--- config.mk ---
export PLATFORM = sky130hd
export DESIGN_NAME = hazard_forward_unit
export DESIGN_NICKNAME = d
export VERILOG_FILES = /design/src/rtl/riscv_ctrl_pkg.sv /design/src/rtl/hazard_scoreboard.sv /design/src/rtl/hazard_forward_unit.sv
export SDC_FILE = /design/constraint.sdc
export NUM_CORES = 1
export LEC_CHECK = 0
export BUFFER_PORTS_ARGS = -buffer_cell sky130_fd_sc_hd__buf_2
export CORE_MARGIN = 5
export CORE_UTILIZATION = 45
export DETAILED_ROUTE_END_ITERATION = 10
export PLACE_DENSITY_LB_ADDON = 0.05
export SYNTH_ARGS = -nofsm -noshare
export SYNTH_HDL_FRONTEND = slang
export SYNTH_SLANG_ARGS = --single-unit
--- constraint.sdc ---
create_clock -name clk -period 1.48 [get_ports clk]
set_input_delay 0.074 -clock clk [delete_from_list [all_inputs] [get_ports clk]]
set_output_delay 0.074 -clock clk [all_outputs]
set_load 0.005 [all_outputs]
--- src/rtl/riscv_ctrl_pkg.sv ---
// rtl/riscv_ctrl_pkg.sv - shared constants and types for the ID-stage hazard/forward logic
//
// Purpose:
//   Forward-select encodings, the scoreboard entry layout and the FSM state
//   constants used by hazard_forward_unit and hazard_scoreboard.
// Contents:
//   FWD_RF / fwd_stg(k)   operand select: 0 = regfile, k+1 = stage k
//   SB_RD_W               stored rd width (REG_AW must not exceed it)
//   sb_entry_t            {vld, rd, is_load, is_mdu}
//   S_RUN / S_MDU_WAIT    FSM state encodings
package riscv_ctrl_pkg;

  localparam int FWD_RF = 0;

  function automatic int fwd_stg(input int k);
    return k + 1;
  endfunction

  // rd is stored at a fixed width so the entry type does not depend on REG_AW;
  // narrower addresses are zero-extended on entry.
  localparam int SB_RD_W = 8;

  typedef struct packed {
    logic               vld;
    logic [SB_RD_W-1:0] rd;
    logic               is_load;
    logic               is_mdu;
  } sb_entry_t;

  localparam logic [0:0] S_RUN      = 1'b0;
  localparam logic [0:0] S_MDU_WAIT = 1'b1;

endpackage

--- src/rtl/hazard_scoreboard.sv ---
// rtl/hazard_scoreboard.sv - shift register of in-flight register writes after ID
//
// Purpose:
//   Entry 0 is EXE, entry FWD_STAGES-1 is the last forwardable stage and
//   retires on the next shift. The whole pipe holds while freeze is high.
// Ports:
//   clk      in   core clock, rising edge
//   rstn     in   asynchronous active-low reset, clears all entries
//   freeze   in   hold every entry this cycle
//   issue    in   ID instruction enters EXE; otherwise a bubble enters
//   entry_in in   entry describing the ID instruction
//   entries  out  current scoreboard contents, index 0 = EXE
module hazard_scoreboard
  import riscv_ctrl_pkg::*;
#(
  parameter int FWD_STAGES = 2
) (
  input  logic                         clk,
  input  logic                         rstn,
  input  logic                         freeze,
  input  logic                         issue,
  input  sb_entry_t                    entry_in,
  output sb_entry_t [FWD_STAGES-1:0]   entries
);

  always_ff @(posedge clk or negedge rstn) begin
    if (!rstn) begin
      entries <= '0;
    end else if (!freeze) begin
      entries[0] <= issue ? entry_in : '0;
      for (int k = 1; k < FWD_STAGES; k++) begin
        entries[k] <= entries[k-1];
      end
    end
  end

endmodule

--- src/rtl/hazard_forward_unit.sv ---
// rtl/hazard_forward_unit.sv - ID-stage forward select, load-use/MDU stall and redirect flush
//
// Purpose:
//   Tracks in-flight writes in a scoreboard, picks the youngest forwarding
//   source per operand, and drives PC / IF-ID / ID-EXE control.
// Ports:
//   clk, rstn                 clock, asynchronous active-low reset
//   dValid                    ID holds a real instruction
//   dRs1, dRs2, dUseRs1/2     ID sources and their use flags
//   dRd, dWreg                ID destination and write enable
//   dIsLoad, dIsMdu           ID instruction class
//   exeRedirect               taken branch/jump resolved in EXE
//   qaSel, qbSel              0 = regfile, k+1 = forward from stage k
//   pcStall, ifidStall        hold PC / IF-ID
//   ifidFlush, idexBubble     squash IF-ID / insert NOP into ID-EXE
//   mduBusy                   mul/div occupying EXE
module hazard_forward_unit
  import riscv_ctrl_pkg::*;
#(
  parameter int REG_AW     = 5,
  parameter int FWD_STAGES = 2,
  parameter int LOAD_LAT   = 1,
  parameter int MDU_LAT    = 4,
  parameter int SELW       = $clog2(FWD_STAGES + 1)
) (
  input  logic              clk,
  input  logic              rstn,
  input  logic              dValid,
  input  logic [REG_AW-1:0] dRs1,
  input  logic [REG_AW-1:0] dRs2,
  input  logic              dUseRs1,
  input  logic              dUseRs2,
  input  logic [REG_AW-1:0] dRd,
  input  logic              dWreg,
  input  logic              dIsLoad,
  input  logic              dIsMdu,
  input  logic              exeRedirect,
  output logic [SELW-1:0]   qaSel,
  output logic [SELW-1:0]   qbSel,
  output logic              pcStall,
  output logic              ifidStall,
  output logic              ifidFlush,
  output logic              idexBubble,
  output logic              mduBusy
);

  localparam int CNTW = (MDU_LAT > 1) ? $clog2(MDU_LAT) : 1;

  logic [0:0]                 state, state_nxt;
  logic [CNTW-1:0]            mdu_cnt, mdu_cnt_nxt;
  sb_entry_t [FWD_STAGES-1:0] sb;
  sb_entry_t                  entry_in;
  logic [SELW-1:0]            qa_sel, qb_sel;
  logic                       qa_nr, qb_nr;
  logic                       frozen, load_use, issue;

  // A matched producer whose result is not yet available at its stage.
  function automatic logic not_ready(input sb_entry_t e, input int k, input logic [0:0] st);
    return (e.is_load && (k < LOAD_LAT)) || (e.is_mdu && (st == S_MDU_WAIT) && (k == 0));
  endfunction

  // Iterating from the oldest stage down lets the youngest match overwrite.
  always_comb begin
    qa_sel = SELW'(FWD_RF);
    qb_sel = SELW'(FWD_RF);
    qa_nr  = 1'b0;
    qb_nr  = 1'b0;
    for (int k = FWD_STAGES - 1; k >= 0; k--) begin
      if (dUseRs1 && sb[k].vld && (sb[k].rd == SB_RD_W'(dRs1))) begin
        qa_sel = SELW'(fwd_stg(k));
        qa_nr  = not_ready(sb[k], k, state);
      end
      if (dUseRs2 && sb[k].vld && (sb[k].rd == SB_RD_W'(dRs2))) begin
        qb_sel = SELW'(fwd_stg(k));
        qb_nr  = not_ready(sb[k], k, state);
      end
    end
  end

  assign frozen   = (state == S_MDU_WAIT);
  assign load_use = qa_nr | qb_nr;
  assign issue    = dValid & ~frozen & ~load_use & ~exeRedirect;

  always_comb begin
    entry_in         = '0;
    entry_in.vld     = dWreg & (dRd != '0);
    entry_in.rd      = SB_RD_W'(dRd);
    entry_in.is_load = dIsLoad;
    entry_in.is_mdu  = dIsMdu;
  end

  hazard_scoreboard #(
    .FWD_STAGES (FWD_STAGES)
  ) u_sb (
    .clk      (clk),
    .rstn     (rstn),
    .freeze   (frozen),
    .issue    (issue),
    .entry_in (entry_in),
    .entries  (sb)
  );

  always_comb begin
    state_nxt   = state;
    mdu_cnt_nxt = mdu_cnt;
    case (state)
      S_RUN: begin
        if (issue && dIsMdu && (MDU_LAT > 1)) begin
          state_nxt   = S_MDU_WAIT;
          mdu_cnt_nxt = CNTW'(MDU_LAT - 1);
        end
      end
      S_MDU_WAIT: begin
        mdu_cnt_nxt = mdu_cnt - CNTW'(1);
        if (mdu_cnt == CNTW'(1)) begin
          state_nxt = S_RUN;
        end
      end
      default: state_nxt = S_RUN;
    endcase
  end

  always_ff @(posedge clk or negedge rstn) begin
    if (!rstn) begin
      state   <= S_RUN;
      mdu_cnt <= '0;
    end else begin
      state   <= state_nxt;
      mdu_cnt <= mdu_cnt_nxt;
    end
  end

  // Priority: frozen > redirect > load-use. Outputs are forced low in reset
  // so a live exeRedirect cannot leak a flush through.
  assign pcStall    = rstn & (frozen | (~exeRedirect & load_use));
  assign ifidStall  = pcStall;
  assign ifidFlush  = rstn & ~frozen & exeRedirect;
  assign idexBubble = rstn & ~frozen & (exeRedirect | load_use);
  assign mduBusy    = rstn & frozen;
  assign qaSel      = rstn ? qa_sel : '0;
  assign qbSel      = rstn ? qb_sel : '0;

  // The pipeline cannot resolve a branch while a mul/div owns EXE.
  a_no_redirect_in_mdu : assert property (@(posedge clk) disable iff (!rstn)
    !(frozen && exeRedirect));

endmodule

# --- Word level (Yosys, flattened, before mapping) ---
# Cells that the tools add are included.
word_totals:
  out_inout_bits: 9
  memories: 0
  rom_bits: 0
  wordCells: 57
  in_bits: 24
  ram_bits: 0
  latch_bits: 0
  ff_bits: 23
op_classes:
  n_div: 0
  eq_ne: 6
  mul: 0
  n_bitwise: 16
  n_lt_le_gt_ge: 0
  n_reduce_logical: 12
  addsub: 1
  mux: 14
  shift: 0
ops:
  columns: ["cell", "n"]
  rows:
  - ["8-bit by 5-bit equality test with 1-bit output", 4]
  - ["2-bit 2-to-1 mux", 7]
  - ["11-bit 2-to-1 mux", 1]
  - ["1-bit AND", 10]
  - ["1-bit logical AND", 10]
  - ["5-bit nonzero test", 1]
  - ["1-bit 2-to-1 mux", 4]
  - ["2-bit one-hot mux with 2 select lines", 1]
  - ["1-bit inverter", 3]
  - ["1-bit bitwise OR", 3]
  - ["2-bit by 1-bit equality test with 1-bit output (second input constant)", 1]
  - ["2-bit by 1-bit inequality test with 1-bit output (second input constant)", 1]
  - ["1-bit one-hot mux with 2 select lines", 1]
  - ["2-bit by 1-bit subtractor with 2-bit output (second input constant)", 1]
  - ["1-bit logical OR", 1]

# --- Longest topological paths before layout ---
# Gate-level depths: netlist (run 1).
logic_depth:
  word_depth: 10
  ltp_mapped: 7
  depth_no_buf: 5

# --- Cells and area by module ---
# From an unflattened synthesis (run 1), not the netlist that was laid out.
unflattened:
  cells_unflattened: 135
  hier_area_um2: 1443.9
by_module_without_submodules:
  columns: ["mod", "seq_area_each_um2", "area_per_inst_um2", "n_inst", "cells_each"]
  rows:
  - ["hazard_scoreboard", 550.5, 888.4, 1, 71]
  - ["hazard_forward_unit", 75.1, 555.5, 1, 64]

# --- Worst setup path after synthesis (run 1) ---
# Ideal clock, no wire load.
synth_path:
  path_type: "register to output"
  from: "register u_sb.entries[2] in the netlist's numbering"
  to: "output port pcStall"
  setup_slack_ps: -83
  arrival_time_ps: 1489
  path_buffers: 2
  stages_incl_launch_ff: 8
  t_required_ps: 1406
  path_cell_list: "dfrtp_1 xnor2_1 nand4_1 nor2_2 a2bb2oi_2 buf_6 a31o_1 buf_4"
synth_via:
  elab_chain_len: 7
  elab_cells_between_ends: 10
  cone_classes: "2 x eq/ne; 2 x mux; 4 x bitwise; 2 x reduce/logical"
synth_lines:
  columns: ["element", "line", "text"]
  rows:
  - ["start: declaration", "hazard_scoreboard.sv:23", "output sb_entry_t [FWD_STAGES-1:0] entries"]
  - ["start signal: indexed assignment", "hazard_scoreboard.sv:32", "entries[k] <= entries[k-1];"]
  - ["8-bit by 5-bit equality test with 1-bit output (on tied branches)", "hazard_forward_unit.sv:69, hazard_forward_unit.sv:73", null]
  - ["1-bit logical AND (on tied branches)", "hazard_forward_unit.sv:69, hazard_forward_unit.sv:73", null]
  - ["1-bit 2-to-1 mux (on tied branches)", "hazard_forward_unit.sv:69, hazard_forward_unit.sv:73", null]
  - ["1-bit bitwise OR (*)", "hazard_forward_unit.sv:81", "assign load_use = qa_nr | qb_nr;"]
  - ["1-bit AND (*)", "hazard_forward_unit.sv:135", "assign pcStall = rstn & (frozen | (~exeRedirect & load_use));"]
  - ["1-bit bitwise OR (*)", "hazard_forward_unit.sv:135", null]
  - ["1-bit AND (*)", "hazard_forward_unit.sv:135", null]
  - ["end: declaration", "hazard_forward_unit.sv:40", "output logic pcStall,"]
# Every way passes the cells marked *; elsewhere a longest branch is shown, timed or not.

# --- Worst setup path after layout (run 1) ---
layout_path:
  from: "register u_sb.entries[3] in the netlist's numbering"
  to: "output port ifidStall"
layout_via:
  elab_chain_len: 7
  elab_cells_between_ends: 10
  cone_classes: "2 x eq/ne; 2 x mux; 4 x bitwise; 2 x reduce/logical"
layout_lines:
  columns: ["element", "line", "text"]
  rows:
  - ["8-bit by 5-bit equality test with 1-bit output (on tied branches)", "hazard_forward_unit.sv:69, hazard_forward_unit.sv:73", null]
  - ["1-bit logical AND (on tied branches)", "hazard_forward_unit.sv:69, hazard_forward_unit.sv:73", null]
  - ["1-bit 2-to-1 mux (on tied branches)", "hazard_forward_unit.sv:69, hazard_forward_unit.sv:73", null]
  - ["1-bit bitwise OR (*)", "hazard_forward_unit.sv:81", null]
  - ["1-bit AND (*)", "hazard_forward_unit.sv:135", null]
  - ["1-bit bitwise OR (*)", "hazard_forward_unit.sv:135", null]
  - ["1-bit AND (*)", "hazard_forward_unit.sv:135", null]
  - ["end: declaration", "hazard_forward_unit.sv:41", "output logic ifidStall,"]
# Marks and branches as above.

==> run summary, run 1 <==
The final number of max-transition violations came out at 0. Synthesis produced slightly above 100 cells. The maximum clock skew at final layout came out at 6.63 ps.

Dividing the detail-routed wire length by the instance count gives approximately 15 microns. The relative slew slack is between 60% and 70%. The congestion estimate from routability-driven global placement came to 0.782. The root buffer cell is clkbuf_4. Once the floorplan was initialized, standard cells occupied 48.2% of the core. The total power of the final layout is 1.80 mW. The share of the clock period used by the worst path came out at 121%.

The post-route netlist has just under 50% of its cells at a drive strength greater than 1. The worst hold path belongs to the class primary input to flip-flop. From left edge to right edge, the die measures slightly below 60 microns.

The summed instance area of the synthesized netlist came out at 1090 sq um. The net switching power came out at 0.632 mW. The mean area per synthesized cell came out at between 10 and 15 sq um.

TritonCTS built the clock tree. Counting flops and latches in the post-synthesis netlist gives 17. The final layout net count came out at 177. The worst setup path is launched from a flip-flop. The utilization after layout is between 60% and 70%. The flow ran to the end, but the final reports show violations. VDD sags by at most between 0.8 and 0.9 mV. Summed over all layers, the global routing overflow is 0.

STA classifies the critical path endpoint as an output pin. The buffer depth of the longest clock path is 2. The initial DRC count is 23. The part of the power in registers came out at between 40% and 50%. The part of the power in combinational logic is a little under half. The number of setup violations in the final report came out at 17. The die footprint came out at 3500 sq um. The required time of the critical path is around 1400 ps. The count of final hold-check violations is 0. In the routed design, unresolved DRC markers number 0. During placement, the flow inserted port buffers numbering 32. The worst path setup slack after routing is -316 ps. Among all cell types in the netlist, the one instantiated most often is xnor2_1.

The proportion of netlist area held by the largest area contributor is slightly below 40%. The number of global-route vias before repair is just over 900. The number of search-and-repair iterations in the first detailed-routing pass is 4. For this design the top-level I/O count stands at 33. The combined global-route utilization of all metal layers came out at 17.1%. The number of routed nets with antenna violations is 0. The placeable core area came out at about 2300 sq um. The distinct cell type count of the synthesized netlist is 28.

The clock latency at the later pin of the worst-skew pair is 290 ps. The cell row count is 17. The clock network fraction of design power came out at around 14%.

The most used flip-flop cell after synthesis is dfrtp_1. The total of warnings raised by yosys is 0. The reported leakage power came out at between 0.7 and 0.8 nW. The number of antenna violations at the first check in global routing came to 0. The area added between synthesis and finish came out at 34.8%. The critical path is of the flip-flop to output pin type. The internal power component came out at 1.17 mW. The maximum number of pins on one net before global-route repair is 12. The transition time at the pin with the least slew margin is approximately 500 ps. The number of nets in the synthesized netlist is 128.

The H-tree depth is 1. Counting flops with an async set or reset pin after synthesis yields a share of 100%. dfrtp_1 takes more of the synthesized area than any other cell. The first-pass GRT wire length is between 4000 and 5000 microns. Yosys mapped a number of flops with a built-in enable equal to 0. For the worst setup path, the data arrival time is 1720 ps. The floorplan die height is just under 60 microns. The number of sinks on the clock net is 17.

The antenna diode count is 0. The maximum frequency from static timing analysis came out at 557 MHz. The post-route minimum period is 1800 ps. The share of synthesized area occupied by flip-flops and latches came out at 39.2%.

The post-detailed-routing wire length came out at approximately 2700 microns. The final reports fail on setup timing. The max-capacitance violation count is 0.

Clock-pin slew was measured on the worst setup and hold paths at around 100 ps. The net switching share of the total power is a little over a third. The peak fanout along the critical path came out at 4.

Clock tree synthesis inserted a total of 3 buffers. After synthesis, the most frequently instantiated cells are 21 x xnor2_1, 17 x dfrtp_1, 10 x inv_1, 9 x nand2_1, 8 x nand4_1. The vias per cell came out at between 5 and 6. The power density over the cells came out at 1230 nW/um^2. The number of vias after detailed routing came out at 927.

The estimated wirelength of the detail-placed design is 2010 microns. By area the synthesized netlist is led by dfrtp_1 39%, xnor2_1 17%, mux2_2 6.2%. Setup repair after global routing could not meet its margin everywhere.
[stage by stage]
stage               TNS [ps]  hold WS, ps  std cells  cell area, sq um  worst slack, ps
global placement        -171        -4.38        170              1360            -52.9
CTS                    -2970         33.6        177              1440             -360
detailed placement      -334        0.894        170              1360             -101
global route           -4300         38.9        179              1460             -450
finish                 -2600         46.8        179              1460             -316
floorplan              -56.9         -222        103              1090            -56.9
[placed cells by master, fill, tap and decap left out, drive strengths merged]
cell and count:
nor2 2, and2 3, inv 10, o211a 1, o41ai 7, a31o 1, nand3 2, dlygate4sd3 1
dfrtp 17, nand2 9, o32ai 1, a2bb2oi 1, and3 1, buf 48, o31ai 2, o22ai 1
xnor2 21, mux2 6, clkbuf 4, mux2i 1, o21ai 1, nand4 8, ha 1, nor3 2
[routing by layer]
layer	routed length, microns	GRT usage, %	vias up	part of all wire (%)
li1	-	-	465	-
met1	1250	23.0	435	47
met2	1250	28.2	25	47
met3	134	2.83	2	5.1
met4	25	4.85	0	0.94
met5	0	0	-	0
[critical path, cell delays in order, from the launching register on]
cell	delay (ps)
dfrtp_2	460
xnor2_1	160
nand3_1	110
nor2_2	150
a2bb2oi_2	190
buf_12	130
a31o_1	130
buf_2	110
[cell families after synthesis]
logic type	after synthesis	share of synthesized area (%)
AOI/OAI and AO/OA	15	16.5
xor gates and xnor gates	21	16.9
adders and majority gates	1	1.15
buffers and inverters	15	6.34
DFF	17	39.2
muxes	7	7.14
and+or+nand+nor	27	12.8
[layout make-up]
type	count	area, sq um
Fill cell	198	791
Multi-Input combinational cell	71	634
Sequential cell	17	428
Timing Repair Buffer	49	303
Inverter	10	37.5
Tap cell	28	35.0
Clock buffer	4	26.3
[path summary, 6_finish.rpt]
check / start / end / slack, ps / cells after the start
worst max-delay path: u_sb.entries[3] / ifidStall / -320 / 7
worst min-delay path: dIsLoad / u_sb.entries[1] / 50 / 3
worst max register to register: u_sb.entries[3] / mdu_cnt[1] / -160 / 7
worst min register to register: u_sb.entries[0] / u_sb.entries[0] / 500 / 2
max in group asynchronous: rstn / u_sb.entries[5] / 550 / 3
min in group asynchronous: rstn / u_sb.entries[10] / 410 / 2
[what timing repair did]
| item | 4_1_cts | 5_1_grt |
|---|---|---|
| endpoints found under the setup margin | 12 | 18 |
| cloned | 0 | 0 |
| pin swaps | 8 | 1 |
| endpoints found under the hold margin | 17 | 0 |
| hold buffers | 1 | 0 |
| resized for setup | 5 | 3 |
| buffers inserted | 3 | 3 |
[flip-flops by register name, indices dropped and copies added (netlist names)]
signal        count
u_sb.entries     14
mdu_cnt           2
frozen            1
[power by group through the flow]
| stage | Combinational (mW) | Clock, mW | Sequential [mW] |
|---|---|---|---|
| 4_1_cts | 0.798 | 0.261 | 0.737 |
| 3_3_place_gp | 0.746 | 0 | 0.739 |
| 2_1_floorplan | 0.525 | 0 | 0.710 |
| 5_1_grt | 0.908 | 0.280 | 0.761 |
| 6_report | 0.811 | 0.247 | 0.740 |
| 3_5_place_dp | 0.758 | 0 | 0.745 |
No activity file was read; power rests on OpenSTA's default activity.
==> run 2: changes to the inputs <==
--- a/config.mk
+++ b/config.mk
@@ -5,9 +5,10 @@
 export SDC_FILE = /design/constraint.sdc
 export NUM_CORES = 1
 export LEC_CHECK = 0
+export ABC_AREA = 1
 export BUFFER_PORTS_ARGS = -buffer_cell sky130_fd_sc_hd__buf_2
 export CORE_MARGIN = 5
-export CORE_UTILIZATION = 45
+export CORE_UTILIZATION = 46
 export DETAILED_ROUTE_END_ITERATION = 10
 export PLACE_DENSITY_LB_ADDON = 0.05
 export SYNTH_ARGS = -nofsm -noshare
==> run summary, run 2 <==
The cell area after placement is 1350 sq um (-0.65%). The post-detailed-route DRC marker count came out at 0 (unchanged). The initial DRC count is 51 (+120%).

The number of vias after detailed routing came to 1181 (+27%). The antenna diode count came out at 0 (unchanged). The die footprint came out at 3540 sq um (+1.3%). Among all flip-flop cells after synthesis, the most frequent one is dfrtp_1.

The combined global-route utilization of all metal layers is 18.6% (+1.5 points). The synthesized instance count is 162 (+57%). The H-tree depth came out at 1 (unchanged).

Among all cell types in the netlist, the one instantiated most often is nand2_1. The mean area per synthesized cell came out at 6.96 sq um (-34%). The share of synthesized area occupied by flip-flops and latches came out at 37.7% (-1.4 points). More flip-flops sit in one register than any other, and that register is u_sb.entries. The checks that failed: setup timing. The number of search-and-repair iterations in the first detailed-routing pass was 4 (unchanged). The transition time at the pin with the least slew margin is 349 ps (-163 ps).

The maximum frequency from static timing analysis came out at 591 MHz (+6.2%). The cell row count is 18 (+1). The estimated wirelength of the detail-placed design came out at 2340 microns (+17%). The run finished, with violations left. Relative to the synthesized area, the layout overhead comes to 40.4%. The number of enable-type register cells in the synthesized netlist is 0 (unchanged).

The placeable core area came out at 2410 sq um (+6.9%). In the synthesized netlist, the cells that appear most often are 47 x nand2_1, 30 x inv_1, 17 x dfrtp_1, 13 x nor2_1. The start point of the worst min-delay path is dIsLoad. The number of inserted filler cells in the final layout came out at 231 (+17%). The post-route minimum period came out at 1690 ps (-104 ps). The fraction of registers with async set/reset came out at 100% (unchanged). The peak fanout along the critical path is 4 (unchanged). The power density over the cells came out at 1100 nW/um^2 (-10%). By startpoint and endpoint, the worst setup path is classified as flip-flop to output pin. The number of routed nets with antenna violations came out at 0 (unchanged). The number of sinks on the clock net is 17 (unchanged). The worst reg2reg path depth came to 13 (+6). The share of post-route cells with drive strength above 1 is 40.3% (-8.1 points). The number of setup violations in the final report was 17 (unchanged). The tightest min-delay check is of the primary input to flip-flop type.

The die width is 59.5 microns (+0.64%). The relative slew slack is 76.6% (+11 points). The worst supply voltage drop on vdd came out at 0.921 mV (+11%). The total power of the final layout is 1.75 mW (-2.9%). The summed instance area of the synthesized netlist was 1130 sq um (+3.8%). The worst setup slack for register-to-register paths is -100 ps (+60 ps).

The worst setup path is launched from a flip-flop. The distinct cell type count of the synthesized netlist came out at 29 (+3.6%). The total of warnings raised by yosys is 0 (unchanged). The routed length per placed instance is 12.7 microns (-14%). The number of placed I/O pins came out at 33 (unchanged). The proportion of netlist area held by the largest area contributor came out at 37.7% (-1.4 points). The max-capacitance violation count is 0 (unchanged).

The launch instance of the worst register-to-register path is u_sb.entries[10]. The required time of the critical path came out at 1410 ps (about the same). The root buffer cell is clkbuf_4. The initial cell density of the core is 46.8% (-1.4 points). The vias per cell is 4.90 (-5.4%).

The clock transition time at the flip-flop clock pins of the worst setup and hold paths came to 100 ps (about the same). The aggregate global routing overflow was 0 (unchanged). The number of antenna violations at the first check in global routing came out at 0 (unchanged). The hold path depth was 3 (unchanged).

The number of port buffers came to 32 (unchanged). The total CTS buffers came out at 3 (unchanged). The arrival time at the worst endpoint is 1620 ps (-100 ps). The floorplan die height came to 59.5 microns (+0.64%). The worst path setup slack after routing came out at -212 ps (+104 ps). The final number of max-transition violations came out at 0 (unchanged).

The end point of the worst hold path is u_sb.entries[1]. The clock latency at the later pin of the worst-skew pair came out at 290 ps (about the same). The post-detailed-routing wire length is 3070 microns (+16%). Leaving out fill and tap cells, the most frequent cell in the layout is nand2_1. The share of the clock period used by the worst path came to 114% (-7.1 points). The finished layout cell area was 1580 sq um (+8.1%).

The final layout net count came out at 237 (+34%). The nature of the critical path endpoint is an output pin. Setup repair after global routing could not meet its margin everywhere. The reported leakage power is 0.879 nW (+24%).

The maximum number of pins on one net before global-route repair is 15 (+3). The critical register-to-register path endpoint is mdu_cnt[0]. TritonCTS built the clock tree. The count of final hold-check violations came out at 0 (unchanged). By area the synthesized netlist is led by dfrtp_1 38%, nand2_1 16%, inv_1 10%. The number of global-route vias before repair came out at 1092 (+17%). The first-pass GRT wire length is 4950 microns (+10%).

The number of synthesized register bits came out at 17 (unchanged). The number of flip-flops under the largest register name came out at 14 (unchanged). The buffer depth of the longest clock path is 2 (unchanged). The final RePlAce weighted congestion is 0.910 (+16%). The number of nets in the synthesized netlist is 187 (+46%).

The top cell types in the final layout, fill and taps aside, are 45 x nand2_1, 31 x buf_2, 30 x inv_1. The maximum clock skew at final layout was 2.94 ps (-3.69 ps). The top cell type by total area after synthesis is dfrtp_1.
run 2: worst max-delay path, cell delays in order (launching register included):
cell and delay (ps):
dfrtp_1 400, inv_2 70, nand2_1 60, nand2_1 50, nor2_1 130, nand3_2 120
buf_4 150, buf_4 120, nor2_1 100, buf_2 130
run 2: per-stage QoR:
stage / cells / hold slack (ps) / utilization, % / setup TNS, ps / setup WS, ps
floorplan: 162 / -222 / - / 0 / 166
global placement: 226 / 27.9 / 55.9 / 0 / 102
detailed placement: 226 / 37.4 / 55.9 / 0 / 54.4
CTS: 235 / 15.1 / 60.0 / -976 / -195
global route: 241 / 30.5 / 65.7 / -3870 / -340
finish: 241 / 28.2 / 65.7 / -1800 / -212
run 2: layer usage:
layer  vias to the layer above  track usage [%]  routed length, microns
met5                         -                0                       0
met4                         0             5.70                      27
met3                         4             2.40                     240
met2                        32             31.4                    1550
met1                       540             24.8                    1260
li1                        605                -                       -
run 2: what timing repair did:
item                                    4_1_cts  5_1_grt
gates resized for setup                       5       22
endpoints found under the setup margin        5       19
hold endpoints to repair                     17        0
pin swaps                                     4        6
hold buffers                                  1        0
cloned                                        0        0
setup buffers                                 4        6
run 2: how the worst max path moves through the flow:
| stage | startpoint | to | slack (ps) | depth (start not counted) |
|---|---|---|---|---|
| 2_1_floorplan | u_sb.entries[5] | pcStall | 170 | 8 |
| 3_3_place_gp | u_sb.entries[10] | ifidStall | 100 | 9 |
| 3_5_place_dp | u_sb.entries[10] | ifidStall | 50 | 9 |
| 4_1_cts | u_sb.entries[4] | ifidStall | -200 | 9 |
| 5_1_grt | u_sb.entries[10] | ifidStall | -340 | 9 |
| 6_report | u_sb.entries[4] | qbSel[0] | -210 | 9 |
run 2: logic make-up after synthesis:
kind of cell | count (synthesis) | synth area share (%)
and+or+nand+nor | 78 | 32.4
buffers and inverters | 39 | 13.4
AOI/OAI and AO/OA | 24 | 13.0
DFF | 17 | 37.7
xor gates and xnor gates | 3 | 2.33
adders and majority gates | 1 | 1.11
run 2: report_power, final:
| group | switching [mW] | leakage (nW) | total, mW | internal (mW) |
|---|---|---|---|---|
| sequential | 0.121 | 0.225 | 0.716 | 0.595 |
| combinational | 0.457 | 0.636 | 0.778 | 0.321 |
| clock | 0.153 | 0.0177 | 0.253 | 0.101 |
| total | 0.730 | 0.879 | 1.75 | 1.02 |
run 2: final cells by class:
class / instances / area [sq um] / area share (%)
clock buffer: 3 / 22.5 / 1.42
clock inverter: 1 / 5.00 / 0.316
inverter: 36 / 135 / 8.54
multi-input combinational: 106 / 657 / 41.5
sequential: 17 / 425 / 26.9
tap: 30 / 37.5 / 2.37
timing repair buffer: 48 / 300 / 19.0
==> run 3: changes to the inputs <==
--- a/config.mk
+++ b/config.mk
@@ -10,7 +10,7 @@
 export CORE_MARGIN = 5
 export CORE_UTILIZATION = 46
 export DETAILED_ROUTE_END_ITERATION = 10
-export PLACE_DENSITY_LB_ADDON = 0.05
+export PLACE_DENSITY_LB_ADDON = 0.3
 export SYNTH_ARGS = -nofsm -noshare
 export SYNTH_HDL_FRONTEND = slang
 export SYNTH_SLANG_ARGS = --single-unit
==> run summary, run 3 (synthesis results as in run 2) <==
The run finished, with violations left. The checks that failed: setup timing. The transition time at the pin with the least slew margin is 610 ps (+260 ps). The cell area after placement came out at 1330 sq um (-1.1%). By startpoint and endpoint, the worst setup path is classified as flip-flop to output pin. The die width is 59.5 microns (unchanged). The path class of the tightest hold or removal check is primary input to flip-flop.

The estimated wirelength of the detail-placed design is 2260 microns (-3.5%). Setup repair after global routing could not meet its margin everywhere. The final number of max-transition violations came out at 0 (unchanged). The relative slew slack came out at 59.2% (-17 points). The post-detailed-routing wire length is 3100 microns (+0.85%). The number of placed instances, taps included is 224 (-0.88%). The number of flip-flops under the largest register name came out at 14 (unchanged).

The antenna diode count is 0 (unchanged). The finished layout cell area is 1490 sq um (-5.8%). TritonCTS built the clock tree. The worst path setup slack after routing came out at -222 ps (-9.52 ps). The routed length per placed instance came out at 13.1 microns (+3.0%). The post-route minimum period is 1700 ps (+9.52 ps). The first-pass GRT wire length came to 4860 microns (-1.7%). The maximum frequency from static timing analysis came out at 588 MHz (-0.56%). The clock latency at the later pin of the worst-skew pair came out at 290 ps (about the same). The number of standard cells in the final layout excluding fillers is 236 (-2.1%). The maximum number of pins on one net before global-route repair came out at 15 (unchanged). The post-detailed-route DRC marker count came to 0 (unchanged). The number of setup violations in the final report came out at 6 (-11). The number of global-route vias before repair is 1139 (+4.3%). The aggregate global routing overflow was 0 (unchanged). The placeable core area was 2410 sq um (unchanged). The max-capacitance violation count is 0 (unchanged). The die footprint is 3540 sq um (unchanged).

The number of sinks on the clock net is 17 (unchanged). The worst reg2reg path depth is 12 (-1). The arrival time at the worst endpoint is 1630 ps (about the same).

The number of routed nets with antenna violations is 0 (unchanged). STA classifies the critical path startpoint as a flip-flop. The register with the highest flop count is u_sb.entries.

The share of post-route cells with drive strength above 1 came out at 35.9% (-4.4 points). The initial cell density of the core is 46.8% (unchanged). The reported leakage power was 0.843 nW (-4.0%). The area added between synthesis and finish is 32.2%. The smallest hold slack came to 24.3 ps (-3.80 ps).

The number of port buffers came out at 32 (unchanged). The buffer depth of the longest clock path is 2 (unchanged). The initial DRC count came out at 49 (-3.9%).

The vias per cell was 5.03 (+2.6%). The cell row count is 18 (unchanged). The critical register-to-register path endpoint is mdu_cnt[0]. The number of vias after detailed routing came to 1187 (+0.51%). The peak fanout along the critical path came out at 3 (-1). Leaving out fill and tap cells, the most frequent cell in the layout is nand2_1. The worst hold path begins at dIsLoad. The total power of the final layout was 1.72 mW (-1.6%).

The share of the clock period used by the worst path was 115% (+0.64 points). The H-tree depth came out at 1 (unchanged). In this run the critical register-to-register path is launched from u_sb.entries[5]. The top cell types in the final layout, fill and taps aside, are 46 x nand2_1, 32 x buf_2, 29 x inv_1.

The power density over the cells came out at 1150 nW/um^2 (+4.5%). The nature of the critical path endpoint is an output pin. The number of placed I/O pins is 33 (unchanged). The number of antenna violations at the first check in global routing is 0 (unchanged). The total CTS buffers is 3 (unchanged).

The final layout net count came out at 232 (-2.1%). The final RePlAce weighted congestion is 0.971 (+6.7%). The number of search-and-repair iterations in the first detailed-routing pass is 4 (unchanged). The count of final hold-check violations is 0 (unchanged).

The hold path depth is 3 (unchanged). The tree is rooted in a clkbuf_4. The maximum clock skew at final layout is 7.51 ps (+4.58 ps). The worst setup slack for register-to-register paths was 10 ps (+110 ps). The combined global-route utilization of all metal layers came out at 18.3% (-0.38 points). The total negative setup slack came out at -786 ps (+1020 ps).

Tracing the worst setup path back leads to its startpoint at u_sb.entries[5]. The floorplan die height is 59.5 microns (unchanged). The clock transition time at the flip-flop clock pins of the worst setup and hold paths is 100 ps (about the same).

The worst supply voltage drop on vdd came out at 1.02 mV (+11%). The end point of the worst hold path is u_sb.entries[1]. The required time of the critical path came to 1410 ps (about the same).
## run 3: changes by cell type in the layout (fill, tap and decap cells not counted), sizes merged
cell	previous run	this run
dlygate4sd3	1	2
buf	47	41
## run 3: power by group
part           switching (mW)  total (mW)  internal, mW
logic                   0.454       0.762         0.308
clock network           0.146       0.246         0.101
registers               0.115       0.710         0.595
## run 3: final cells by class
type	instances	area [sq um]
multi-input cells	106	617
well taps	30	37.5
repair buffers	43	248
clock buffers	3	22.5
clock inverters	1	5.00
fillers	219	920
flip-flops and latches	17	425
inverters	36	135
## run 3: stage by stage
stage               setup slack (ps)  utilization [%]
floorplan                        166                -
global placement                 114             55.2
detailed placement              53.8             55.2
CTS                             -229             59.3
global route                    -316             61.8
finish                          -222             61.8
## run 3: worst max path at each step
| stage | end | slack [ps] | cells after the start |
|---|---|---|---|
| final | pcStall | -220 | 9 |
| after global routing | pcStall | -320 | 8 |
| after CTS | pcStall | -230 | 9 |
| after global placement | pcStall | 110 | 9 |
| after floorplan | pcStall | 170 | 8 |
| after detailed placement | pcStall | 50 | 9 |
## run 3: worst max-delay path, stage by stage, from the launching register on
cell and delay, ps:
dfrtp_1 430, inv_2 70, nand2_1 60, nand2_1 60, nor2_2 110, nand3_2 90
nand2_2 100, nand2_4 60, o31ai_4 200, buf_2 160
## run 3: timing repair
action / in CTS / in global routing
setup buffers: 5 / 1
pin swaps: 9 / 7
resized for setup: 5 / 12
endpoints found under the setup margin: 5 / 18
endpoints found under the hold margin: 17 / 3
gates cloned: 0 / 0
hold buffers: 1 / 1
## run 3: routing by layer
metal	global-route usage (%)	wire [microns]
met1	23.1	1280
met5	0	0
met2	29.8	1510
met4	8.23	74
met3	3.70	229
